### config.mk
export PLATFORM = sky130hd
export DESIGN_NAME = mux3_valve_driver
export DESIGN_NICKNAME = d
export VERILOG_FILES = /design/src/rtl/mux3_valve_driver.sv
export SDC_FILE = /design/constraint.sdc
export NUM_CORES = 1
export LEC_CHECK = 0
export ABC_AREA = 1
export CORE_MARGIN = 8
export CORE_UTILIZATION = 41
export DETAILED_ROUTE_END_ITERATION = 8
export PLACE_DENSITY = 0.74
export SETUP_SLACK_MARGIN = 0.15
export SKIP_LAST_GASP = 1
export SYNTH_ARGS = -nofsm -noshare
export SYNTH_HDL_FRONTEND = slang
export SYNTH_SLANG_ARGS = --single-unit
### constraint.sdc
create_clock -name clk_i -period 3.6 [get_ports clk_i]
set_input_delay 0.9 -clock clk_i [delete_from_list [all_inputs] [get_ports clk_i]]
set_output_delay 0.9 -clock clk_i [all_outputs]
set_load 0.03 [all_outputs]
### src/rtl/mux3_valve_driver.sv
// -----------------------------------------------------------------------------
// mux3_valve_driver
//
// Break-before-make control-line driver for a 3-level, 8-channel binary-tree
// pneumatic valve multiplexer. A channel-select (or all-off) request is taken
// over a valid/ready handshake. Every valve is closed for CLOSE_CYC cycles, the
// new path is opened and held for SETTLE_CYC cycles, and then done_o pulses.
// A request for the channel that is already open completes in one cycle and
// leaves the lines untouched.
//
// Handshake: a request transfers on a rising edge where req_valid_i and
// req_ready_o are both 1. req_sel_i/req_off_i are captured on that edge and
// ignored afterwards. req_ready_o is 1 only while idle. req_valid_i may stay
// high while req_ready_o is 0; the request then waits.
//
// Ports
//   clk_i                 clock, rising edge
//   rst_ni                synchronous active-low reset
//   req_valid_i           request present
//   req_ready_o           block can accept a request
//   req_sel_i[2:0]        target channel i (routes k_3_i to k_0_0)
//   req_off_i             close all paths (req_sel_i ignored)
//   done_o                one-cycle pulse on request completion
//   path_open_o           a path is established
//   cur_sel_o[2:0]        channel of the established path (holds when closed)
//   c_0_0_o, c_0_1_o      level-0 status pair: ~path_open, path_open
//   c_1_0_o .. c_3_1_o    valve air lines, 1 = pressurized (closed),
//                         0 = vented (open)
//   dbg_state_o[1:0]      current FSM state (IDLE=0, CLOSE=1, OPEN=2, DONE=3)
//
// All outputs are driven directly from registers.
// -----------------------------------------------------------------------------
module mux3_valve_driver #(
    parameter int CLOSE_CYC  = 4,
    parameter int SETTLE_CYC = 8
) (
    input  logic       clk_i,
    input  logic       rst_ni,
    input  logic       req_valid_i,
    output logic       req_ready_o,
    input  logic [2:0] req_sel_i,
    input  logic       req_off_i,
    output logic       done_o,
    output logic       path_open_o,
    output logic [2:0] cur_sel_o,
    output logic       c_0_0_o,
    output logic       c_0_1_o,
    output logic       c_1_0_o,
    output logic       c_1_1_o,
    output logic       c_2_0_o,
    output logic       c_2_1_o,
    output logic       c_3_0_o,
    output logic       c_3_1_o,
    output logic [1:0] dbg_state_o
);

    localparam int MAX_CYC = (CLOSE_CYC > SETTLE_CYC) ? CLOSE_CYC : SETTLE_CYC;
    localparam int CNT_W   = $clog2(MAX_CYC) + 1;

    localparam logic [CNT_W-1:0] CLOSE_LOAD  = CNT_W'(CLOSE_CYC - 1);
    localparam logic [CNT_W-1:0] SETTLE_LOAD = CNT_W'(SETTLE_CYC - 1);
    localparam logic [CNT_W-1:0] CNT_ONE     = CNT_W'(1);

    // Line vector order: {c_1_0, c_1_1, c_2_0, c_2_1, c_3_0, c_3_1}
    localparam logic [5:0] ALL_CLOSED = 6'b111111;

    typedef enum logic [1:0] {
        IDLE  = 2'd0,
        CLOSE = 2'd1,
        OPEN  = 2'd2,
        DONE  = 2'd3
    } state_t;

    // Level 1 steers on sel[2], level 2 on sel[1], level 3 on sel[0].
    // For branch bit b, c_L_b is vented (0) and c_L_(1-b) stays pressurized,
    // so c_L_0 simply equals b and c_L_1 equals ~b.
    function automatic logic [5:0] open_pattern(input logic [2:0] s);
        return {s[2], ~s[2], s[1], ~s[1], s[0], ~s[0]};
    endfunction

    state_t           state_q;
    logic [CNT_W-1:0] cnt_q;
    logic [2:0]       sel_q;
    logic             off_q;
    logic             ready_q;
    logic             done_q;
    logic             path_open_q;
    logic [2:0]       cur_sel_q;
    logic             c_0_0_q;
    logic             c_0_1_q;
    logic [5:0]       lines_q;

    // Same-channel shortcut: nothing to close or reopen.
    logic same_path_d;
    assign same_path_d = !req_off_i && path_open_q && (req_sel_i == cur_sel_q);

    always_ff @(posedge clk_i) begin
        if (!rst_ni) begin
            state_q     <= IDLE;
            cnt_q       <= '0;
            sel_q       <= 3'd0;
            off_q       <= 1'b0;
            ready_q     <= 1'b1;
            done_q      <= 1'b0;
            path_open_q <= 1'b0;
            cur_sel_q   <= 3'd0;
            c_0_0_q     <= 1'b1;
            c_0_1_q     <= 1'b0;
            lines_q     <= ALL_CLOSED;
        end else begin
            done_q <= 1'b0;
            case (state_q)
                IDLE: begin
                    if (req_valid_i && ready_q) begin
                        sel_q   <= req_sel_i;
                        off_q   <= req_off_i;
                        ready_q <= 1'b0;
                        if (same_path_d) begin
                            state_q <= DONE;
                            done_q  <= 1'b1;
                        end else begin
                            // Break: drop the old path before anything opens.
                            state_q     <= CLOSE;
                            cnt_q       <= CLOSE_LOAD;
                            lines_q     <= ALL_CLOSED;
                            path_open_q <= 1'b0;
                            c_0_0_q     <= 1'b1;
                            c_0_1_q     <= 1'b0;
                        end
                    end
                end
                CLOSE: begin
                    if (cnt_q == '0) begin
                        if (off_q) begin
                            state_q <= DONE;
                            done_q  <= 1'b1;
                        end else begin
                            state_q <= OPEN;
                            cnt_q   <= SETTLE_LOAD;
                            lines_q <= open_pattern(sel_q);
                        end
                    end else begin
                        cnt_q <= cnt_q - CNT_ONE;
                    end
                end
                OPEN: begin
                    if (cnt_q == '0) begin
                        // Path is only reported once it has settled.
                        state_q     <= DONE;
                        done_q      <= 1'b1;
                        path_open_q <= 1'b1;
                        cur_sel_q   <= sel_q;
                        c_0_0_q     <= 1'b0;
                        c_0_1_q     <= 1'b1;
                    end else begin
                        cnt_q <= cnt_q - CNT_ONE;
                    end
                end
                DONE: begin
                    state_q <= IDLE;
                    ready_q <= 1'b1;
                end
                default: begin
                    state_q <= IDLE;
                    ready_q <= 1'b1;
                end
            endcase
        end
    end

    assign req_ready_o = ready_q;
    assign done_o      = done_q;
    assign path_open_o = path_open_q;
    assign cur_sel_o   = cur_sel_q;
    assign c_0_0_o     = c_0_0_q;
    assign c_0_1_o     = c_0_1_q;
    assign c_1_0_o     = lines_q[5];
    assign c_1_1_o     = lines_q[4];
    assign c_2_0_o     = lines_q[3];
    assign c_2_1_o     = lines_q[2];
    assign c_3_0_o     = lines_q[1];
    assign c_3_1_o     = lines_q[0];
    assign dbg_state_o = state_q;

endmodule

### Word-level counts from Yosys, hierarchy flattened

Index checks and enable logic that the tools add are counted.

| storage, ports and cells | value |
|---|---|
| register bits | 23 |
| input port bits | 7 |
| output and inout port bits | 16 |
| word-level logic and storage cells | 75 |

| operators by class | value |
|---|---|
| $add $sub $neg | 1 |
| equal/unequal tests | 11 |
| mux-type cells | 33 |
| bitwise logic cells | 3 |
| reductions and logical operators | 17 |

Operators with widths:

| cell | count |
|---|---|
| 2-to-1 mux 6 bit | 4 |
| 2-to-1 mux 4 bit | 5 |
| 2-to-1 mux 1 bit | 13 |
| inequality test 2 bit (second input constant) | 6 |
| case mux 4 bit (3 select lines) | 1 |
| case mux 6 bit (2 select lines) | 1 |
| AND reduction 5 bit | 2 |
| 2-to-1 mux 2 bit | 4 |
| case mux 2 bit (4 select lines) | 1 |
| case mux 1 bit (2 select lines) | 3 |
| AND reduction 2 bit | 3 |
| nonzero test 2 bit | 3 |
| equality test 2 bit (second input constant) | 2 |
| zero test 4 bit | 1 |
| AND reduction 4 bit | 1 |
| subtractor 4 x 1 -> 4 bit (second input constant) | 1 |
| equality test 3 bit | 1 |
| logical AND 1 bit | 3 |
| inequality test 3 bit (second input constant) | 1 |
| inverter 1 bit | 3 |
| case mux 1 bit (3 select lines) | 1 |
| AND reduction 3 bit | 1 |
| nonzero test 3 bit | 1 |
| equality test 2 x 1 -> 1 bit (second input constant) | 1 |
| other kinds (2) | 2 |

### Logic depth before layout (Yosys ltp)

Gate-level depths: netlist of run 1.

| logic depth | value |
|---|---|
| depth in word-level cells | 6 |
| gate-level depth with buffers | 10 |
| gate-level depth less buffers | 10 |

### Least setup slack after synthesis of run 1

OpenSTA, ideal clock, no wires.

| timing | value |
|---|---|
| path type | register to register |
| from | register state_q[0], in the netlist dbg_state_o[0] |
| to | register lines_q[0] |
| data arrival time | 1.722 ns |
| data required time | 3.478 ns |
| setup slack | 1.756 ns |
| stages on the path, launching flop included | 9 |
| buffers on the path | 0 |
| period minus slack after synthesis | 1.844 ns |
| cell sequence | dfxtp_1 inv_1 ha_1 nand2_1 o21ai_2 nor3_4 nand2_4 nand2_1 nand3_1 |

| on the way | value |
|---|---|
| longest elaborated chain between the ends | 3 |
| elaborated cells on any way between the ends | 9 |
| those cells by class | eq/ne (5); mux (1); reduce/logical (3) |

Ends and longest elaborated chain:

| what | RTL line | RTL |
|---|---|---|
| from (decl) | 81 | `state_t state_q;` |
| from (signal assigned) | 99 | `state_q <= IDLE;` |
| from (signal assigned) | 119 | `state_q <= DONE;` |
| from (signal assigned) | 123 | `state_q <= CLOSE;` |
| equality test 2 x 1 -> 1 bit / zero test 2 bit (equally long branches) | 112 | `case (state_q)` |
| inequality test 2 bit (no source line) / nonzero test 2 bit (equally long branches) | - |  |
| AND reduction 5 bit (no source line) | - |  |
| to (signal assigned) | 140 | `lines_q <= open_pattern(sel_q);` |
| to (decl) | 91 | `logic [5:0] lines_q;` |

Parallel ways exist; a longest one is shown, timed or not.
A chain may end at the register's enable or synchronous reset.

==> results.cfg, run 1 <==
[floorplanning]
die_w_um = 72.34
start_util_pct = 42.98
pin_count = 23
coreArea_um2 = 3028
die_area_um2 = 5232
die_h_um = 72.34
fp-row-count = 20

[setup_path]
critical_path.endpoint_type = primary output
criticalPathCategory = reg -> out
crit_required_ns = 2.70
path_delay_family = buffers and inverters
worstPathCellList = clkdlybuf4s50_1
crit_fanout = 4
slowest_delay_ns = 0.70
worst_setup_path_start_kind = register
cp_slowest_cell = clkdlybuf4s50_1
crit_arrival_ns = 1.45
worst-path-buf-inv = 1

[status]
status = complete, no violations

[routing]
first_pass_iters = 4
detail-route-antenna-nets = 0
drcViolationCount = 0
routed_wl_um = 2759
drt-initial-drc-count = 68
viasPerCell = 4.690
vias = 1182
wire_per_inst_um = 10.95

[placement]
place_congestion = 0.8297
io_buffers = 22
dp_cells = 248
post_dp_cell_area_um2 = 1556
place_hpwl_um = 2221

[global_route]
grt_pass1_wl_um = 4795
overflow = 0
grt_max_degree = 14
grt_pass1_vias = 1093
antenna_found_initial = 0
grt_usage_pct = 11.18

[logic_synthesis]
synth-edff-count = 0
yosysWarnings = 0
synth-adder-area-share_pct = 5.769
synth_top_family_by_area = simple AND/OR/NAND/NOR gates
synth-async-reset-ratio_pct = 0
synthesis.nets = 198
yosys.area_share.simple_pct = 38.46
synth-seq-cells = 23
synth_flop_cell = dfxtp_1
seq_area_frac_synth_pct = 35.38
netlist_instances = 185
synth.area.mux_share_pct = 0
synth_cell_types = 28
syn_avg_cell_area_um2 = 7.034
synth_compound_area_share_pct = 10.67
syn-cell-area_um2 = 1301
synthXorXnorAreaFrac_pct = 0.6731

[cts]
cts_sinks = 23
cts_setup_buffers = 0
cts_buffers = 3
root_buffer = clkbuf_4
postCtsHoldBufs = 0
cts_resized = 0
htreeDepth = 1
clock_latency_ns = 0.31
cts_tree = built
path_clk_slew_ns = 0.12
cts_buffer_depth = 2

[power]
p_switching_uw = 643.5
power_mw = 1.320
p_clk_share_pct = 9.0
power.internal_uw = 676.2
comb_power_share_pct = 60.3
p_leak_nw = 0.7062
seq_power_share_pct = 30.6
p_per_area_nw_per_um2 = 833.2
sw_frac_of_total_pct = 48.76
max-vdd-ir-drop_mv = 0.4093

[cells_and_area]
layout_common_cells = nand2_1, dfxtp_1, nand3_1, clkdlybuf4s50_1, nor2_1
area_delta_synth_final_pct = 21.73
layout_commonest_cell = nand2_1
instances_no_fill = 252
fin_nets = 222
drive_above_1_share_pct = 13.46
final_area_um2 = 1584
antenna_cells = 0

[sta]
fin_skew_ns = 0.004806
slew_headroom_pct = 72.24
max_slew.worst_pin.slew_ns = 0.4151
finalSetupTns_ns = 0
fmax_ghz = 0.4258
hold_viol_final = 0
period_share_pct = 65.24
setup_viol = 0
fin_crit_ns = 2.349
hold_slack_ns = 0.4669
timing.final.max_slew_violations = 0
rsz0062_at_grt = false

[job]
maxCapViolCount = 0

[worst_hold_path]
min_path_type = reg -> reg
-- through the flow --
stage | util [%] | setup WS [ns]
floorplan | - | 1.756
global placement | 51.41 | 1.233
detailed placement | 51.41 | 1.213
CTS | 52.31 | 1.231
global route | 52.31 | 1.173
finish | 52.31 | 1.251
-- cell usage after synthesis, types with 2 or more instances --
| master | count | area (um^2) |
|---|---|---|
| nor2_2 | 2 | 12.51 |
| inv_1 | 16 | 60.06 |
| nand2_1 | 45 | 168.9 |
| nand3_1 | 22 | 110.1 |
| o21ai_0 | 8 | 40.04 |
| inv_2 | 8 | 30.03 |
| a21oi_1 | 12 | 60.06 |
| dfxtp_1 | 23 | 460.4 |
| nor2_1 | 21 | 78.83 |
| ha_1 | 6 | 75.07 |
| nand2_4 | 2 | 22.52 |
| nor2_4 | 2 | 22.52 |
| or2_2 | 3 | 18.77 |
-- layer usage --
layer / global-route usage [%] / share of wire, %
met5: 0 / 0
met4: 4.082 / 1.2
met3: 2.342 / 6.3
met2: 18.05 / 44
met1: 14.15 / 48
-- state kept, by name, summed over array words and instances (netlist names) --
name and flops:
cur_sel_o 3, off_q 1, lines_q 6, c_0_0_o 1
done_o 1, dbg_state_o 2, req_ready_o 1, sel_q 3
c_0_1_o 1, cnt_q 4
-- final cells by class --
class | instances | area (um^2)
Sequential cell | 23 | 460.4
Inverter | 24 | 90.09
Fill cell | 313 | 1444
Tap cell | 44 | 55.05
Clock buffer | 3 | 22.52
Multi-Input combinational cell | 134 | 723.2
Timing Repair Buffer | 23 | 227.7
Clock inverter | 1 | 5.005
-- power by group through the flow --
stage,Combinational [mW],Clock (mW),Sequential (mW)
2_1_floorplan,0.524,0,0.483
3_3_place_gp,0.793,0,0.410
3_5_place_dp,0.800,0,0.410
4_1_cts,0.802,0.124,0.405
5_1_grt,0.895,0.135,0.417
6_report,0.796,0.119,0.404
-- cell families (layout without fill, tap and decap cells) --
| group | after synthesis | after routing |
|---|---|---|
| AOI/OAI and AO/OA | 25 | 25 |
| adders and majority gates | 6 | 6 |
| DFF | 23 | 23 |
| and+or+nand+nor | 102 | 102 |
| xor gates and xnor gates | 1 | 1 |
| buffers and inverters | 28 | 51 |
-- path summary, 6_finish.rpt --
check,start,to,slack (ns),cells past startpoint
worst max-delay path,c_0_1_o,path_open_o,1.25,1
worst min-delay path,lines_q[5],lines_q[5],0.47,2
worst max register to register,dbg_state_o[0],lines_q[4],1.79,8
worst min register to register,lines_q[5],lines_q[5],0.47,2
-- worst reg2reg max path, delay by kind of cell, from the launching register on --
family | cells | cell delay (ns)
simple gates | 5 | 0.77
compound gates | 1 | 0.09
buf+inv | 1 | 0.12
flops | 1 | 0.42
fa+ha+maj | 1 | 0.32
Note: power is estimated with default switching activity, not from simulation.
==> inputs of run 2 (changes only) <==
--- a/config.mk
+++ b/config.mk
@@ -9,7 +9,7 @@
 export CORE_MARGIN = 8
 export CORE_UTILIZATION = 41
 export DETAILED_ROUTE_END_ITERATION = 8
-export PLACE_DENSITY = 0.74
+export PLACE_DENSITY = 0.76
 export SETUP_SLACK_MARGIN = 0.15
 export SKIP_LAST_GASP = 1
 export SYNTH_ARGS = -nofsm -noshare
==> constraint.sdc (replaced) <==
create_clock -name clk_i -period 2 [get_ports clk_i]
set_input_delay 0.5 -clock clk_i [delete_from_list [all_inputs] [get_ports clk_i]]
set_output_delay 0.5 -clock clk_i [all_outputs]
set_load 0.03 [all_outputs]
==> run 2 against run 1 <==
  * Clock skew up 0.0011 ns
  * Combinational power up 83%
  * Register-to-register slack worse by 1.5 ns
  * Core utilization up 0.74 points
  * Largest cell class unchanged
  * Critical path type unchanged
  * Final area up 1.4%
  * Sequential share of layout area down 0.41 points
  * Wire length up 2.6%
  * Setup slack worse by 1.1 ns
==> results.cfg, run 2 (synthesis results as in run 1) <==
[routing]
viasPerCell = 4.737
detail-route-antenna-nets = 0
first_pass_iters = 5
drcViolationCount = 0
routed_wl_um = 2831
drt-initial-drc-count = 93
wire_per_inst_um = 11.10
vias = 1208

[setup_path]
crit_required_ns = 1.50
regToRegEndpoint = cnt_q[0]
cp.depth = 1
crit_arrival_ns = 1.31
crit_start = done_o
rrSetupSlack_ns = 0.28
worst-path-buf-inv = 1
rr_startpoint = dbg_state_o[0]
endpoint = done_o
worst_setup_path_start_kind = register
slowest_delay_ns = 0.66
worstPathCellList = clkdlybuf4s50_1
crit_fanout = 1
criticalPathCategory = reg -> out
cp_slowest_cell = clkdlybuf4s50_1
path_delay_family = buffers and inverters
reg2reg_depth = 8
critical_path.endpoint_type = primary output

[power]
p_clk_share_pct = 9.2
power.internal_mw = 1.235
p_per_area_nw_per_um2 = 1498
comb_power_share_pct = 60.7
sw_frac_of_total_pct = 48.69
seq_power_share_pct = 30.1
max-vdd-ir-drop_mv = 0.6650
p_leak_nw = 0.7522
p_switching_mw = 1.172

[cells_and_area]
regMostFlops = lines_q
layout_common_cells = nand2_1, dfxtp_1, nand3_1
layout_commonest_cell = nand2_1
drive_above_1_share_pct = 15.17
area_delta_synth_final_pct = 23.46
multi_input_area_um2 = 728.2
seqCellArea_um2 = 460.4
top_regs = lines_q (6), cnt_q (4)
final_area_um2 = 1607
largest_reg_flops = 6
n_fill_cell = 305
fin_nets = 225
antenna_cells = 0

[cts]
cts_buffers = 3
cts_sinks = 23
path_clk_slew_ns = 0.13
cts_tree = built
postCtsHoldBufs = 0
cts_buffer_depth = 2
htreeDepth = 1
root_buffer = clkbuf_4
clock_latency_ns = 0.31

[sta]
period_share_pct = 90.31
timing.final.max_slew_violations = 0
setup_viol = 0
fin_skew_ns = 0.005941
finalSetupTns_ns = 0
hold_slack_ns = 0.4699
fin_crit_ns = 1.806
worst_slack_ns = 0.1937
hold_viol_final = 0
rsz0062_at_grt = false
fmax_ghz = 0.5536
slew_headroom_pct = 77.82
max_slew.worst_pin.slew_ns = 0.3316

[global_route]
grt_pass1_wl_um = 4761
grt_max_degree = 14
antenna_found_initial = 0
overflow = 0
grt_pass1_vias = 1096
grt_usage_pct = 11.17

[placement]
io_buffers = 22
place_hpwl_um = 2201
post_dp_cell_area_um2 = 1564
place_congestion = 0.8255
place_ws_ns = -0.003228

[job]
maxCapViolCount = 0

[floorplanning]
die_area_um2 = 5232
start_util_pct = 42.98
fp-row-count = 20
die_w_um = 72.34
die_h_um = 72.34
coreArea_um2 = 3028
pin_count = 23

[status]
status = complete, no violations

[worst_hold_path]
min_path_type = reg -> reg
min_path_cells = 2
[run 2: how the worst min path moves through the flow]
stage	slack (ns)	to	from
detailed placement	0.45	lines_q[3]	lines_q[3]
finish	0.47	lines_q[3]	lines_q[3]
global placement	0.44	lines_q[4]	lines_q[4]
global route	0.50	lines_q[2]	lines_q[2]
CTS	0.48	lines_q[3]	lines_q[3]
floorplan	0.44	cnt_q[1]	cnt_q[1]
[run 2: metal layers]
layer  wire (um)  share of wire (%)  GRT usage (%)
met5           0                  0              0
met1        1362                 48          14.11
met3         166                5.9          2.755
met4          31                1.1          4.082
met2        1269                 45          17.75
[run 2: timing repair]
action / CTS / global route
endpoints found under the setup margin: 11 / 14
setup buffers: 0 / 2
endpoints found under the hold margin: 0 / 0
pin swaps: 0 / 1
resized for setup: 11 / 6
[run 2: final cells by class]
class | instances | area share [%]
inverters | 24 | 5.607
flip-flops and latches | 23 | 28.66
multi-input cells | 134 | 45.33
repair buffers | 26 | 15.34
well taps | 44 | 3.427
clock buffers | 4 | 1.636
[run 2: stage by stage]
step | cells | util, % | power, mW
2_1_floorplan | 185 | - | 1.813
3_3_place_gp | 249 | 51.65 | 2.167
3_5_place_dp | 249 | 51.65 | 2.182
4_1_cts | 253 | 52.07 | 2.362
5_1_grt | 255 | 53.06 | 2.625
6_report | 255 | 53.06 | 2.406
[run 2: power by group through the flow]
stage               combinational (mW)  clock, mW  sequential, mW
floorplan                        0.943          0           0.870
global placement                  1.43          0           0.737
detailed placement                1.44          0           0.738
CTS                               1.41      0.228           0.725
global route                      1.64      0.247           0.742
finish                            1.46      0.222           0.723
